==> src/rtl/multicycle_ctrl_pkg.sv <==
// Shared definitions for the multi-cycle CPU controller: opcodes, FSM state
// encodings, instruction field positions and the control-strobe bundle.
package multicycle_ctrl_pkg;

  localparam int DEF_INSTR_W = 16;
  localparam int DEF_OPC_W   = 4;

  localparam int OPC_MSB = 15;
  localparam int RD_MSB  = 11;
  localparam int RD_LSB  = 8;
  localparam int RS_MSB  = 7;
  localparam int RS_LSB  = 4;
  localparam int RT_MSB  = 3;
  localparam int RT_LSB  = 0;

  // Opcode names match the ones the ALU decodes.
  typedef enum logic [3:0] {
    OP_ADD  = 4'h0,
    OP_ADDI = 4'h1,
    OP_SUB  = 4'h2,
    OP_AND  = 4'h3,
    OP_OR   = 4'h4,
    OP_XOR  = 4'h5,
    OP_NOT  = 4'h6,
    OP_SLT  = 4'h7,
    OP_LSL  = 4'h8,
    OP_LSR  = 4'h9,
    OP_LDR  = 4'hA,
    OP_STR  = 4'hB,
    OP_BEQ  = 4'hC
  } opcode_e;

  localparam logic [2:0] ST_FETCH  = 3'd0;
  localparam logic [2:0] ST_DECODE = 3'd1;
  localparam logic [2:0] ST_EXEC   = 3'd2;
  localparam logic [2:0] ST_MEM    = 3'd3;
  localparam logic [2:0] ST_WB     = 3'd4;
  localparam logic [2:0] ST_TRAP   = 3'd5;

  typedef struct packed {
    logic       imem_read;
    logic       ir_write;
    logic       pc_write;
    logic       pc_src;
    logic [3:0] alu_op;
    logic       alu_src_b;
    logic       reg_write;
    logic       wb_sel;
    logic       dmem_read;
    logic       dmem_write;
    logic       trap;
  } ctrl_t;

  function automatic logic is_illegal(input logic [3:0] op);
    return op > OP_BEQ;
  endfunction

  function automatic logic uses_imm(input logic [3:0] op);
    return (op == OP_ADDI) || (op == OP_LDR) || (op == OP_STR);
  endfunction

endpackage

==> src/rtl/multicycle_ctrl_if.sv <==
// Instruction/data memory handshake and ALU/datapath control bundle between
// the controller (master) and the datapath/memory side (slave).
interface multicycle_ctrl_if #(
  parameter int INSTR_W = 16
);
  logic [INSTR_W-1:0] instr;
  logic               imem_ready;
  logic               dmem_ready;
  logic               alu_zero;
  logic               imem_read;
  logic               ir_write;
  logic               pc_write;
  logic               pc_src;
  logic [3:0]         alu_op;
  logic               alu_src_b;
  logic               reg_write;
  logic               wb_sel;
  logic               dmem_read;
  logic               dmem_write;
  logic [2:0]         state_o;
  logic               trap;

  modport master (
    input  instr, imem_ready, dmem_ready, alu_zero,
    output imem_read, ir_write, pc_write, pc_src, alu_op, alu_src_b,
           reg_write, wb_sel, dmem_read, dmem_write, state_o, trap
  );

  modport slave (
    output instr, imem_ready, dmem_ready, alu_zero,
    input  imem_read, ir_write, pc_write, pc_src, alu_op, alu_src_b,
           reg_write, wb_sel, dmem_read, dmem_write, state_o, trap
  );
endinterface

==> src/rtl/multicycle_ctrl_decode.sv <==
// Combinational strobe generator: (state, latched opcode, alu_zero,
// imem_ready) -> control bundle. Trap output only exists with ILLEGAL_TRAP_EN.
module ctrl_decode
  import multicycle_ctrl_pkg::*;
(
  input  logic       rst,
  input  logic [2:0] state,
  input  logic [3:0] op,
  input  logic       imem_ready,
  input  logic       alu_zero,
  output ctrl_t      ctrl
);

  logic [15:0] opc_hot;

  genvar gi;
  generate
    for (gi = 0; gi < 16; gi++) begin : g_opc
      assign opc_hot[gi] = (op == 4'(gi));
    end
  endgenerate

  // Operand select is held with alu_op through MEM/WB so the ALU output
  // (address or immediate result) stays stable while it is consumed.
  always_comb begin
    ctrl = '0;
    if (!rst) begin
      case (state)
        ST_FETCH: begin
          ctrl.imem_read = 1'b1;
          if (imem_ready) begin
            ctrl.ir_write = 1'b1;
            ctrl.pc_write = 1'b1;
          end
        end
        ST_DECODE: begin
          ctrl.alu_op = op;
        end
        ST_EXEC: begin
          ctrl.alu_op    = op;
          ctrl.alu_src_b = uses_imm(op);
          if (opc_hot[OP_BEQ] && alu_zero) begin
            ctrl.pc_write = 1'b1;
            ctrl.pc_src   = 1'b1;
          end
        end
        ST_MEM: begin
          ctrl.alu_op     = op;
          ctrl.alu_src_b  = uses_imm(op);
          ctrl.dmem_read  = opc_hot[OP_LDR];
          ctrl.dmem_write = opc_hot[OP_STR];
        end
        ST_WB: begin
          ctrl.alu_op    = op;
          ctrl.alu_src_b = uses_imm(op);
          ctrl.reg_write = 1'b1;
          ctrl.wb_sel    = opc_hot[OP_LDR];
        end
`ifdef ILLEGAL_TRAP_EN
        ST_TRAP: begin
          ctrl.trap = 1'b1;
        end
`endif
        default: begin
        end
      endcase
    end
  end

endmodule

==> src/rtl/multicycle_ctrl.sv <==
// Multi-cycle control FSM for the 16-bit CPU (FETCH/DECODE/EXEC/MEM/WB/TRAP).
// Optional illegal-opcode trap is enabled by defining ILLEGAL_TRAP_EN.
module multicycle_ctrl
  import multicycle_ctrl_pkg::*;
#(
  parameter int INSTR_W = DEF_INSTR_W,
  parameter int OPC_W   = DEF_OPC_W
) (
  input  logic              clk,
  input  logic              rst,
  multicycle_ctrl_if.master bus
);

  logic [2:0]       state_reg, state_next;
  logic [OPC_W-1:0] op_reg, op_next;
  ctrl_t            ctrl;

  always_comb begin
    state_next = state_reg;
    op_next    = op_reg;
    case (state_reg)
      ST_FETCH: begin
        if (bus.imem_ready) begin
          op_next    = bus.instr[INSTR_W-1 -: OPC_W];
          state_next = ST_DECODE;
        end
      end
      ST_DECODE: begin
        if (is_illegal(op_reg)) begin
`ifdef ILLEGAL_TRAP_EN
          state_next = ST_TRAP;
`else
          state_next = ST_FETCH;
`endif
        end else begin
          state_next = ST_EXEC;
        end
      end
      ST_EXEC: begin
        if (op_reg == OP_BEQ) begin
          state_next = ST_FETCH;
        end else if (op_reg == OP_LDR || op_reg == OP_STR) begin
          state_next = ST_MEM;
        end else begin
          state_next = ST_WB;
        end
      end
      ST_MEM: begin
        if (bus.dmem_ready) begin
          state_next = (op_reg == OP_STR) ? ST_FETCH : ST_WB;
        end
      end
      ST_WB: begin
        state_next = ST_FETCH;
      end
`ifdef ILLEGAL_TRAP_EN
      ST_TRAP: begin
        state_next = ST_TRAP;
      end
`endif
      default: begin
        state_next = ST_FETCH;
      end
    endcase
  end

  always_ff @(posedge clk) begin
    if (rst) begin
      state_reg <= ST_FETCH;
      op_reg    <= '0;
    end else begin
      state_reg <= state_next;
      op_reg    <= op_next;
    end
  end

  ctrl_decode u_decode (
    .rst        (rst),
    .state      (state_reg),
    .op         (op_reg),
    .imem_ready (bus.imem_ready),
    .alu_zero   (bus.alu_zero),
    .ctrl       (ctrl)
  );

  assign bus.imem_read  = ctrl.imem_read;
  assign bus.ir_write   = ctrl.ir_write;
  assign bus.pc_write   = ctrl.pc_write;
  assign bus.pc_src     = ctrl.pc_src;
  assign bus.alu_op     = ctrl.alu_op;
  assign bus.alu_src_b  = ctrl.alu_src_b;
  assign bus.reg_write  = ctrl.reg_write;
  assign bus.wb_sel     = ctrl.wb_sel;
  assign bus.dmem_read  = ctrl.dmem_read;
  assign bus.dmem_write = ctrl.dmem_write;
  assign bus.trap       = ctrl.trap;
  assign bus.state_o    = state_reg;

endmodule

==> src/flat_wrapper.sv <==
// flat-port wrapper written by rule: the top's interface ports become plain ports
module multicycle_ctrl_flat import multicycle_ctrl_pkg::*;
#(
  parameter int INSTR_W = DEF_INSTR_W,
  parameter int OPC_W   = DEF_OPC_W
)
  (clk, rst, bus_instr, bus_imem_ready, bus_dmem_ready, bus_alu_zero, bus_imem_read, bus_ir_write, bus_pc_write, bus_pc_src, bus_alu_op, bus_alu_src_b, bus_reg_write, bus_wb_sel, bus_dmem_read, bus_dmem_write, bus_state_o, bus_trap);
  multicycle_ctrl_if #(.INSTR_W(INSTR_W)) bus_i ();
  input  logic clk;
  input  logic rst;
  input wire logic [$bits(bus_i.instr)-1:0] bus_instr;
  input wire logic [$bits(bus_i.imem_ready)-1:0] bus_imem_ready;
  input wire logic [$bits(bus_i.dmem_ready)-1:0] bus_dmem_ready;
  input wire logic [$bits(bus_i.alu_zero)-1:0] bus_alu_zero;
  output wire logic [$bits(bus_i.imem_read)-1:0] bus_imem_read;
  output wire logic [$bits(bus_i.ir_write)-1:0] bus_ir_write;
  output wire logic [$bits(bus_i.pc_write)-1:0] bus_pc_write;
  output wire logic [$bits(bus_i.pc_src)-1:0] bus_pc_src;
  output wire logic [$bits(bus_i.alu_op)-1:0] bus_alu_op;
  output wire logic [$bits(bus_i.alu_src_b)-1:0] bus_alu_src_b;
  output wire logic [$bits(bus_i.reg_write)-1:0] bus_reg_write;
  output wire logic [$bits(bus_i.wb_sel)-1:0] bus_wb_sel;
  output wire logic [$bits(bus_i.dmem_read)-1:0] bus_dmem_read;
  output wire logic [$bits(bus_i.dmem_write)-1:0] bus_dmem_write;
  output wire logic [$bits(bus_i.state_o)-1:0] bus_state_o;
  output wire logic [$bits(bus_i.trap)-1:0] bus_trap;
  assign bus_i.instr = bus_instr;
  assign bus_i.imem_ready = bus_imem_ready;
  assign bus_i.dmem_ready = bus_dmem_ready;
  assign bus_i.alu_zero = bus_alu_zero;
  assign bus_imem_read = bus_i.imem_read;
  assign bus_ir_write = bus_i.ir_write;
  assign bus_pc_write = bus_i.pc_write;
  assign bus_pc_src = bus_i.pc_src;
  assign bus_alu_op = bus_i.alu_op;
  assign bus_alu_src_b = bus_i.alu_src_b;
  assign bus_reg_write = bus_i.reg_write;
  assign bus_wb_sel = bus_i.wb_sel;
  assign bus_dmem_read = bus_i.dmem_read;
  assign bus_dmem_write = bus_i.dmem_write;
  assign bus_state_o = bus_i.state_o;
  assign bus_trap = bus_i.trap;
  multicycle_ctrl #(.INSTR_W(INSTR_W), .OPC_W(OPC_W)) u_core (.clk(clk), .rst(rst), .bus(bus_i));
endmodule
==> config.mk <==
export PLATFORM = sky130hd
export DESIGN_NAME = multicycle_ctrl_flat
export DESIGN_NICKNAME = d
export VERILOG_FILES = /design/src/rtl/multicycle_ctrl_pkg.sv /design/src/rtl/multicycle_ctrl_if.sv /design/src/rtl/multicycle_ctrl_decode.sv /design/src/rtl/multicycle_ctrl.sv /design/src/flat_wrapper.sv
export SDC_FILE = /design/constraint.sdc
export NUM_CORES = 1
export LEC_CHECK = 0
export ABC_AREA = 1
export BUFFER_PORTS_ARGS = -buffer_cell sky130_fd_sc_hd__buf_2
export CORE_UTILIZATION = 30
export CTS_CLUSTER_SIZE = 8
export DETAILED_ROUTE_END_ITERATION = 10
export PLACE_DENSITY = 0.65
export RECOVER_POWER = 100
export SETUP_SLACK_MARGIN = 0.5
export SLEW_MARGIN = 10
export SYNTH_ARGS = -nofsm -noshare
export SYNTH_HDL_FRONTEND = slang
export SYNTH_SLANG_ARGS = --single-unit
==> constraint.sdc <==
create_clock -name clk -period 0.95 [get_ports clk]
set_input_delay 0.0475 -clock clk [delete_from_list [all_inputs] [get_ports clk]]
set_output_delay 0.0475 -clock clk [all_outputs]
set_load 0.03 [all_outputs]
Yosys cells after proc, flatten, opt, wreduce, memory -nomap -nowiden
Cells that the tools add are included.
{"block": "word_totals", "wordCells": 39, "mem_count": 0, "register_bits": 7, "latch_bits": 0, "romBits": 0, "in_bits": 21, "ram_bits": 0, "out_inout_bits": 17}
{"block": "op_classes", "bitwise_logic": 0, "n_eq_ne": 10, "n_shift": 0, "order_cmp": 1, "muxes": 17, "multipliers": 0, "div_mod_pow": 0, "n_reduce_logical": 9, "n_addsub": 0}
{"op": "two-way mux 3 bit", "n": 5}
{"op": "two-way mux 13 bit", "n": 1}
{"op": "== test 4 bit (second input constant)", "n": 3}
{"op": "two-way mux 2 bit", "n": 6}
{"op": "case mux 3 bit (4 select lines)", "n": 1}
{"op": "== test 3 x 2 -> 1 bit (second input constant)", "n": 2}
{"op": "== test 4 x 1 -> 1 bit (second input constant)", "n": 1}
{"op": "greater-than comparator 4 bit (second input constant)", "n": 1}
{"op": "two-way mux 4 bit", "n": 1}
{"op": "inequality test 2 bit (second input constant)", "n": 2}
{"op": "AND reduction 2 bit", "n": 2}
{"op": "OR reduction 4 bit", "n": 1}
{"op": "== test 3 x 1 -> 1 bit (second input constant)", "n": 1}
{"op": "== test 3 bit (second input constant)", "n": 1}
{"op": "logical NOT 3 bit", "n": 1}
{"op": "logical OR 1 bit", "n": 3}
{"op": "OR reduction 3 bit", "n": 1}
{"op": "two-way mux 1 bit", "n": 2}
{"op": "case mux 1 bit (2 select lines)", "n": 1}
{"op": "logical AND 1 bit", "n": 1}

Logic depth before layout (Yosys ltp)
Gate-level depths: netlist (run 1).
{"block": "logic_depth", "ltp_word": 5, "ltp_mapped": 8, "mapped_depth_nobuf": 8}

By module
From an unflattened synthesis (run 1), not the netlist that was laid out.
{"block": "hier_totals", "cells_unflattened": 109, "hier_area_um2": 611.8}
{"module": "multicycle_ctrl", "n_inst": 1, "cells_per_inst": 62, "area_each_um2": 390.4, "seq_area_each_um2": 140.1}
{"module": "ctrl_decode", "n_inst": 1, "cells_per_inst": 47, "area_each_um2": 221.5, "seq_area_each_um2": 0.0}

Worst setup path before layout (run 1)
No wires, ideal clock.
{"block": "synth_timing", "path_kind": "reg-to-output", "from": "reg u_core.state_reg[1], in the netlist u_core.bus.state_o[1]", "to": "out bus_pc_write", "t_arrival_ns": 1.616, "setup_slack_ns": -0.714, "stages_incl_launch_ff": 5, "n_path_buf": 0, "required_time_ns": 0.902, "path_cell_list": "dfxtp_1 nand2_1 nor2_2 nand3_1 o21ai_0"}
{"block": "synth_between", "elab_chain_cells": 3, "word_cells_on_any_way": 4, "classes_between": "eq/ne: 1; mux: 2; reduce/logical: 1"}
{"element": "start, declared", "line": "multicycle_ctrl.sv:14", "text": "logic [2:0] state_reg, state_next;"}
{"element": "start signal, assigned", "line": "multicycle_ctrl.sv:72", "text": "state_reg <= state_next;"}
{"element": "== test 3 x 2 -> 1 bit or logical NOT 3 bit (tied branches)", "line": "multicycle_ctrl_decode.sv:28", "text": "case (state)"}
{"element": "case mux 1 bit (2 select lines) (*)", "line": "multicycle_ctrl_decode.sv:28"}
{"element": "two-way mux 13 bit (*)", "line": "multicycle_ctrl_decode.sv:27", "text": "if (!rst) begin"}
{"element": "end, declared", "line": "flat_wrapper.sv:17", "text": "output wire logic [$bits(bus_i.pc_write)-1:0] bus_pc_write;"}
Mark *: on every way between the ends. The rest lies on a longest branch, timed or not.

Worst setup path after layout (run 1)
Ends and elaborated chain as after synthesis.

==> flow_metrics.env, run 1 <==
export IMPL_dpl_hpwl_mm=1.26
export IMPL_path_cells="nor2_4 > inv_2 > nor3_4 > nand2_4 > o21ai_4 > buf_6"
export IMPL_outcome="complete, but fails checks"
export IMPL_hold_path_class="input port to flop"
export IMPL_fill_cells=100
export IMPL_arrival_ns=1.38
export IMPL_async_flop_share_pct=0
export IMPL_ys_warn_count=0
export IMPL_cts_sinks=7
export IMPL_grt_max_degree=12
export IMPL_setup_viol=22
export IMPL_diodes=0
export IMPL_synth_top_flop_cell="dfxtp_1"
export IMPL_first_pass_iters=4
export IMPL_yosysSeqAreaShare_pct=27.5
export IMPL_dr_total_vias=773
export IMPL_seq_power_share_pct=19.6
export IMPL_clk_pin_slew_ns=0.05
export IMPL_grt_pass1_wl_mm=3.15
export IMPL_clk_latency_ns=0.25
export IMPL_areaGrowthSynthToFinish_pct=137
export IMPL_root_buffer="clkbuf_4"
export IMPL_cts_tree="yes"
export IMPL_layout_commonest_cell="buf_4"
export IMPL_setup_worst_path_end_class="primary output"
export IMPL_port_buffers=24
export IMPL_gp_congestion=0.857
export IMPL_grt_remaining_overflow=0
export IMPL_syn_nets=107
export IMPL_yosysTopAreaCell="dfxtp_1"
export IMPL_cts_max_path_buffers=2
export IMPL_synthAdderAreaFrac_pct=0
export IMPL_coreArea_um2=1540
export IMPL_hold_viol=0
export IMPL_pwr_share_comb_pct=71.3
export IMPL_drv_slew=0
export IMPL_antenna_found_initial=0
export IMPL_layout_drive_gt1_share_pct=69.3
export IMPL_reg2reg_from="u_core.bus.state_o[1]$_SDFFE_PP0P_"
export IMPL_synth_seq_cells=7
export IMPL_required_ns=0.90
export IMPL_hold_ws_ns=0.0306
export IMPL_path_buf_inv=2
export IMPL_initialDrtViolationCount=27
export IMPL_num_nets_final=162
export IMPL_path_class="flop to primary output"
export IMPL_rsz0062_at_grt="true"
export IMPL_crit_fanout=4
export IMPL_io_pins=38
export IMPL_ys_types=17
export IMPL_muxShareOfSynthArea_pct=0
export IMPL_sw_frac_of_total_pct=46.1
export IMPL_max_freq_ghz=0.700
export IMPL_placed_cells=144
export IMPL_violations="negative setup slack"
export IMPL_critPathMaxStageDelay_ns=0.36
export IMPL_cap_viol_max_count=0
export IMPL_cts_inserted_buffers=3
export IMPL_floorplan_initialDensity_pct=33.1
export IMPL_synth_top_family_by_area="simple AND/OR/NAND/NOR gates"
export IMPL_worstSetupStartpointType="flop"
export IMPL_p_clk_share_pct=9.2
export IMPL_fp_dieW_um=43.3
export IMPL_netlist_area_leader_share_pct=27.5
export IMPL_die_area_um2=1870
export IMPL_cp_startpoint="u_core.bus.state_o[1]$_SDFFE_PP0P_"
export IMPL_fin_crit_sh_pct=150
export IMPL_crit_slowest_cell="dfxtp_4"
export IMPL_fin_cells=156
export IMPL_finalPower_mw=2.88
export IMPL_synth_cell_area_um2=510
export IMPL_min_period_ns=1.43
export IMPL_viasPerCell=4.96
export IMPL_synth_edff_count=0
export IMPL_htree_levels=1
export IMPL_ant_nets=0
export IMPL_grtUsageTotal_pct=22.5
export IMPL_num_rows=14
export IMPL_critPathTopFamily="simple AND/OR/NAND/NOR gates"
export IMPL_ir_drop_v=0.00150
export IMPL_synth_compound_area_share_pct=8.82
export IMPL_synthSimpleGateAreaFrac_pct=46.1
export IMPL_synth_avg_cell_area_um2=5.94
export IMPL_power_density_nw_per_um2=2370
export IMPL_wirelength_mm=2.05
export IMPL_largest_register_ffs=4
export IMPL_synth_xor_area_share_pct=1.72
export IMPL_p_sw_mw=1.33
export IMPL_die_h_um=43.3
export IMPL_grt_pass1_vias=746
export IMPL_final_cell_mix="buf_4, buf_6, nand2_1"
export IMPL_synth_cells=86
export IMPL_ctsHoldBuffers=0
export IMPL_fin_ws_ns=-0.479
export IMPL_drcViolationCount=0
export IMPL_tns_ns=-7.56
export IMPL_yosys_top_cells_area="dfxtp_1, nand3_1, nand2_1, inv_1, nor2_1"
export IMPL_p_leak_nw=0.621
export IMPL_clock_skew_ns=0.000595
export IMPL_wl_per_cell_um=13.1
export IMPL_p_int_mw=1.55
export IMPL_min_from="bus_instr[15]"
worst paths after layout:
kind | cells past startpoint | slack, ns | end
min | 3 | 0.03 | u_core.op_reg[3]$_SDFFE_PP0P_
max | 6 | -0.48 | bus_pc_write
max reg2reg | 10 | -0.36 | u_core.bus.state_o[2]$_SDFFE_PP0P_
min reg2reg | 3 | 0.65 | u_core.op_reg[2]$_SDFFE_PP0P_
power groups by stage:
| stage | registers, mW | logic (mW) | clock network [mW] |
|---|---|---|---|
| 3_5_place_dp | 0.542 | 1.41 | 0 |
| 6_report | 0.563 | 2.05 | 0.264 |
| 4_1_cts | 0.543 | 1.85 | 0.274 |
| 3_3_place_gp | 0.538 | 1.40 | 0 |
| 2_1_floorplan | 0.625 | 0.719 | 0 |
| 5_1_grt | 0.578 | 2.17 | 0.283 |
what timing repair did:
item                                    4_1_cts  5_1_grt
endpoints found under the setup margin       23       23
pin swaps                                    10        8
endpoints found under the hold margin         0        0
buffers inserted                              7        1
resized for setup                            55       13
worst register-to-register path, stage by stage (launching register included):
cell	delay, ns
dfxtp_4	0.36
buf_4	0.13
buf_6	0.11
nand2_4	0.07
nor2_4	0.04
buf_6	0.11
nand2_4	0.06
nand2_4	0.06
nor2_4	0.11
nand2_1	0.06
nor2_1	0.12
cell type report:
| class | instances | area (um^2) | share of cell area (%) |
|---|---|---|---|
| timing repair buffer | 53 | 465 | 38.4 |
| tap | 16 | 20.0 | 1.65 |
| inverter | 16 | 62.6 | 5.17 |
| multi-input combinational | 60 | 480 | 39.7 |
| clock buffer | 4 | 26.3 | 2.17 |
| sequential | 7 | 156 | 12.9 |
synthesized netlist by cell type, types with 2 or more instances:
master and n:
nand2_1 17, inv_1 14, nand3_1 13, dfxtp_1 7
nor2_1 7, a21oi_1 5, nor3_1 5, o21ai_0 4
nor2_2 3, buf_2 2, inv_2 2, nand2_2 2
layer usage:
| metal | part of all wire (%) | wire, um | track usage (%) | up-vias |
|---|---|---|---|---|
| met3 | 5.2 | 106 | 1.28 | 4 |
| li1 | - | - | - | 375 |
| met5 | 0 | 0 | 0 | - |
| met1 | 41 | 847 | 27.4 | 359 |
| met2 | 52 | 1070 | 39.4 | 35 |
| met4 | 1.4 | 29 | 10.9 | 0 |
through the flow:
step	utilization [%]	instance area, um^2	worst slack, ns
floorplan	-	603	-0.350
CTS	74.6	1150	-0.461
global placement	58.1	896	-0.255
finish	78.6	1210	-0.479
detailed placement	58.1	896	-0.258
global route	78.6	1210	-0.541
cell families after synthesis:
family	after synthesis
flops	7
xor+xnor	1
simple gates	49
compound gates	9
other cells	1
buf+inv	19
No activity file was read; power rests on OpenSTA's default activity.
==> run 2, diff against run 1 <==
Settings changed: CORE_UTILIZATION 30 to 34, PLACE_DENSITY 0.65 to 0.72.
==> flow_metrics.env, run 2 (synthesis results as in run 1) <==
export IMPL_final_cell_mix="buf_6, buf_4, inv_1"
export IMPL_fin_ws_ns=-0.564
export IMPL_path_class="flop to primary output"
export IMPL_tns_ns=-7.88
export IMPL_crit_fanout=6
export IMPL_fin_crit_sh_pct=159
export IMPL_clk_pin_slew_ns=0.05
export IMPL_power_density_nw_per_um2=2520
export IMPL_r2r_cells=6
export IMPL_p_leak_nw=0.628
export IMPL_met3_usage_pct=4.89
export IMPL_die_h_um=40.8
export IMPL_grt_pass1_wl_mm=3.28
export IMPL_floorplan_initialDensity_pct=37.8
export IMPL_gp_congestion=0.882
export IMPL_ir_drop_v=0.00190
export IMPL_violations="negative setup slack"
export IMPL_drcViolationCount=0
export IMPL_rsz0062_at_grt="true"
export IMPL_top_usage_layer="met2"
export IMPL_worstSetupStartpointType="flop"
export IMPL_dr_total_vias=905
export IMPL_critPathCapture="bus_alu_op[1]"
export IMPL_grtUsageMet1_pct=36.2
export IMPL_num_rows=13
export IMPL_hold_path_class="input port to flop"
export IMPL_areaGrowthSynthToFinish_pct=153
export IMPL_cts_sinks=7
export IMPL_cts_max_path_buffers=2
export IMPL_ctsHoldBuffers=0
export IMPL_htree_levels=1
export IMPL_root_buffer="clkbuf_4"
export IMPL_layout_commonest_cell="buf_6"
export IMPL_hold_viol=0
export IMPL_fp_dieW_um=40.8
export IMPL_cts_inserted_buffers=3
export IMPL_wirelength_mm=3.08
export IMPL_cp_startpoint="u_core.bus.state_o[2]$_SDFFE_PP0P_"
export IMPL_clock_skew_ns=0.00162
export IMPL_viasPerCell=5.84
export IMPL_antenna_found_initial=0
export IMPL_port_buffers=24
export IMPL_max_freq_ghz=0.660
export IMPL_finalPower_mw=3.26
export IMPL_diodes=0
export IMPL_min_period_ns=1.51
export IMPL_grt_max_degree=11
export IMPL_cts_tree="yes"
export IMPL_required_ns=0.90
export IMPL_r2r_end="u_core.op_reg[3]$_SDFFE_PP0P_"
export IMPL_whs_path_depth=3
export IMPL_min_from="bus_instr[12]"
export IMPL_clk_latency_ns=0.25
export IMPL_arrival_ns=1.47
export IMPL_num_nets_final=162
export IMPL_reg2reg_from="u_core.bus.state_o[0]$_SDFFE_PP0P_"
export IMPL_ant_nets=0
export IMPL_coreArea_um2=1350
export IMPL_die_area_um2=1660
export IMPL_dpl_hpwl_mm=1.24
export IMPL_io_pins=38
export IMPL_grtUsageTotal_pct=31.1
export IMPL_place_ws_ns=-0.244
export IMPL_use_met2_pct=51.6
export IMPL_grt_remaining_overflow=0
export IMPL_initialDrtViolationCount=41
export IMPL_outcome="complete, but fails checks"
export IMPL_drv_slew=0
export IMPL_setup_viol=21
export IMPL_setup_worst_path_end_class="primary output"
export IMPL_largest_register_ffs=4
export IMPL_layout_drive_gt1_share_pct=75.7
export IMPL_grt_pass1_vias=702
export IMPL_first_pass_iters=4
export IMPL_cap_viol_max_count=0
export IMPL_wl_per_cell_um=19.9
export IMPL_r2r_slack_ns=-0.37
-- run 2: area by class of cell --
type	instances	area, um^2
inverter	16	65.1
sequential	7	156
clock buffer	4	26.3
multi-input combinational	60	544
fill	33	58.8
timing repair buffer	53	480
tap	15	18.8
-- run 2: layer usage --
layer | wire length [um] | share of wire, %
met1 | 1060 | 34
met2 | 1480 | 48
met5 | 0 | 0
met4 | 232 | 7.5
met3 | 313 | 10
-- run 2: worst min path at each step --
stage	end	slack [ns]
6_report	u_core.op_reg[0]$_SDFFE_PP0P_	0.07
4_1_cts	u_core.op_reg[1]$_SDFFE_PP0P_	0.04
3_5_place_dp	u_core.op_reg[1]$_SDFFE_PP0P_	0.31
5_1_grt	u_core.op_reg[1]$_SDFFE_PP0P_	0.07
3_3_place_gp	u_core.op_reg[3]$_SDFFE_PP0P_	0.30
2_1_floorplan	u_core.op_reg[1]$_SDFFE_PP0P_	0.20
-- run 2: timing repair --
item | in CTS | in global routing
setup endpoints to repair | 23 | 23
buffers inserted | 8 | 4
pin swaps | 10 | 14
resized for setup | 61 | 27
-- run 2: metrics by stage --
| step | cells | hold WS [ns] | cell area [um^2] | util (%) |
|---|---|---|---|---|
| floorplan | 86 | 0.196 | 603 | - |
| global placement | 139 | 0.296 | 852 | 63.1 |
| detailed placement | 139 | 0.310 | 852 | 63.1 |
| CTS | 151 | 0.0365 | 1140 | 84.3 |
| global route | 155 | 0.0729 | 1290 | 95.6 |
| finish | 155 | 0.0747 | 1290 | 95.6 |
-- run 2: worst max-delay path, cell delays in order (launching register included) --
cell and delay [ns]:
dfxtp_4 0.39, nor3_4 0.19, nand3b_1 0.21, nand3_1 0.14, inv_1 0.14, buf_6 0.15
-- run 2: report_power, final --
| group | switching, mW | internal (mW) | total (mW) | leakage [nW] |
|---|---|---|---|---|
| clock network | 0.108 | 0.160 | 0.268 | 0.0150 |
| logic | 1.28 | 1.10 | 2.38 | 0.552 |
| registers | 0.185 | 0.425 | 0.610 | 0.0611 |
| total | 1.57 | 1.68 | 3.26 | 0.628 |
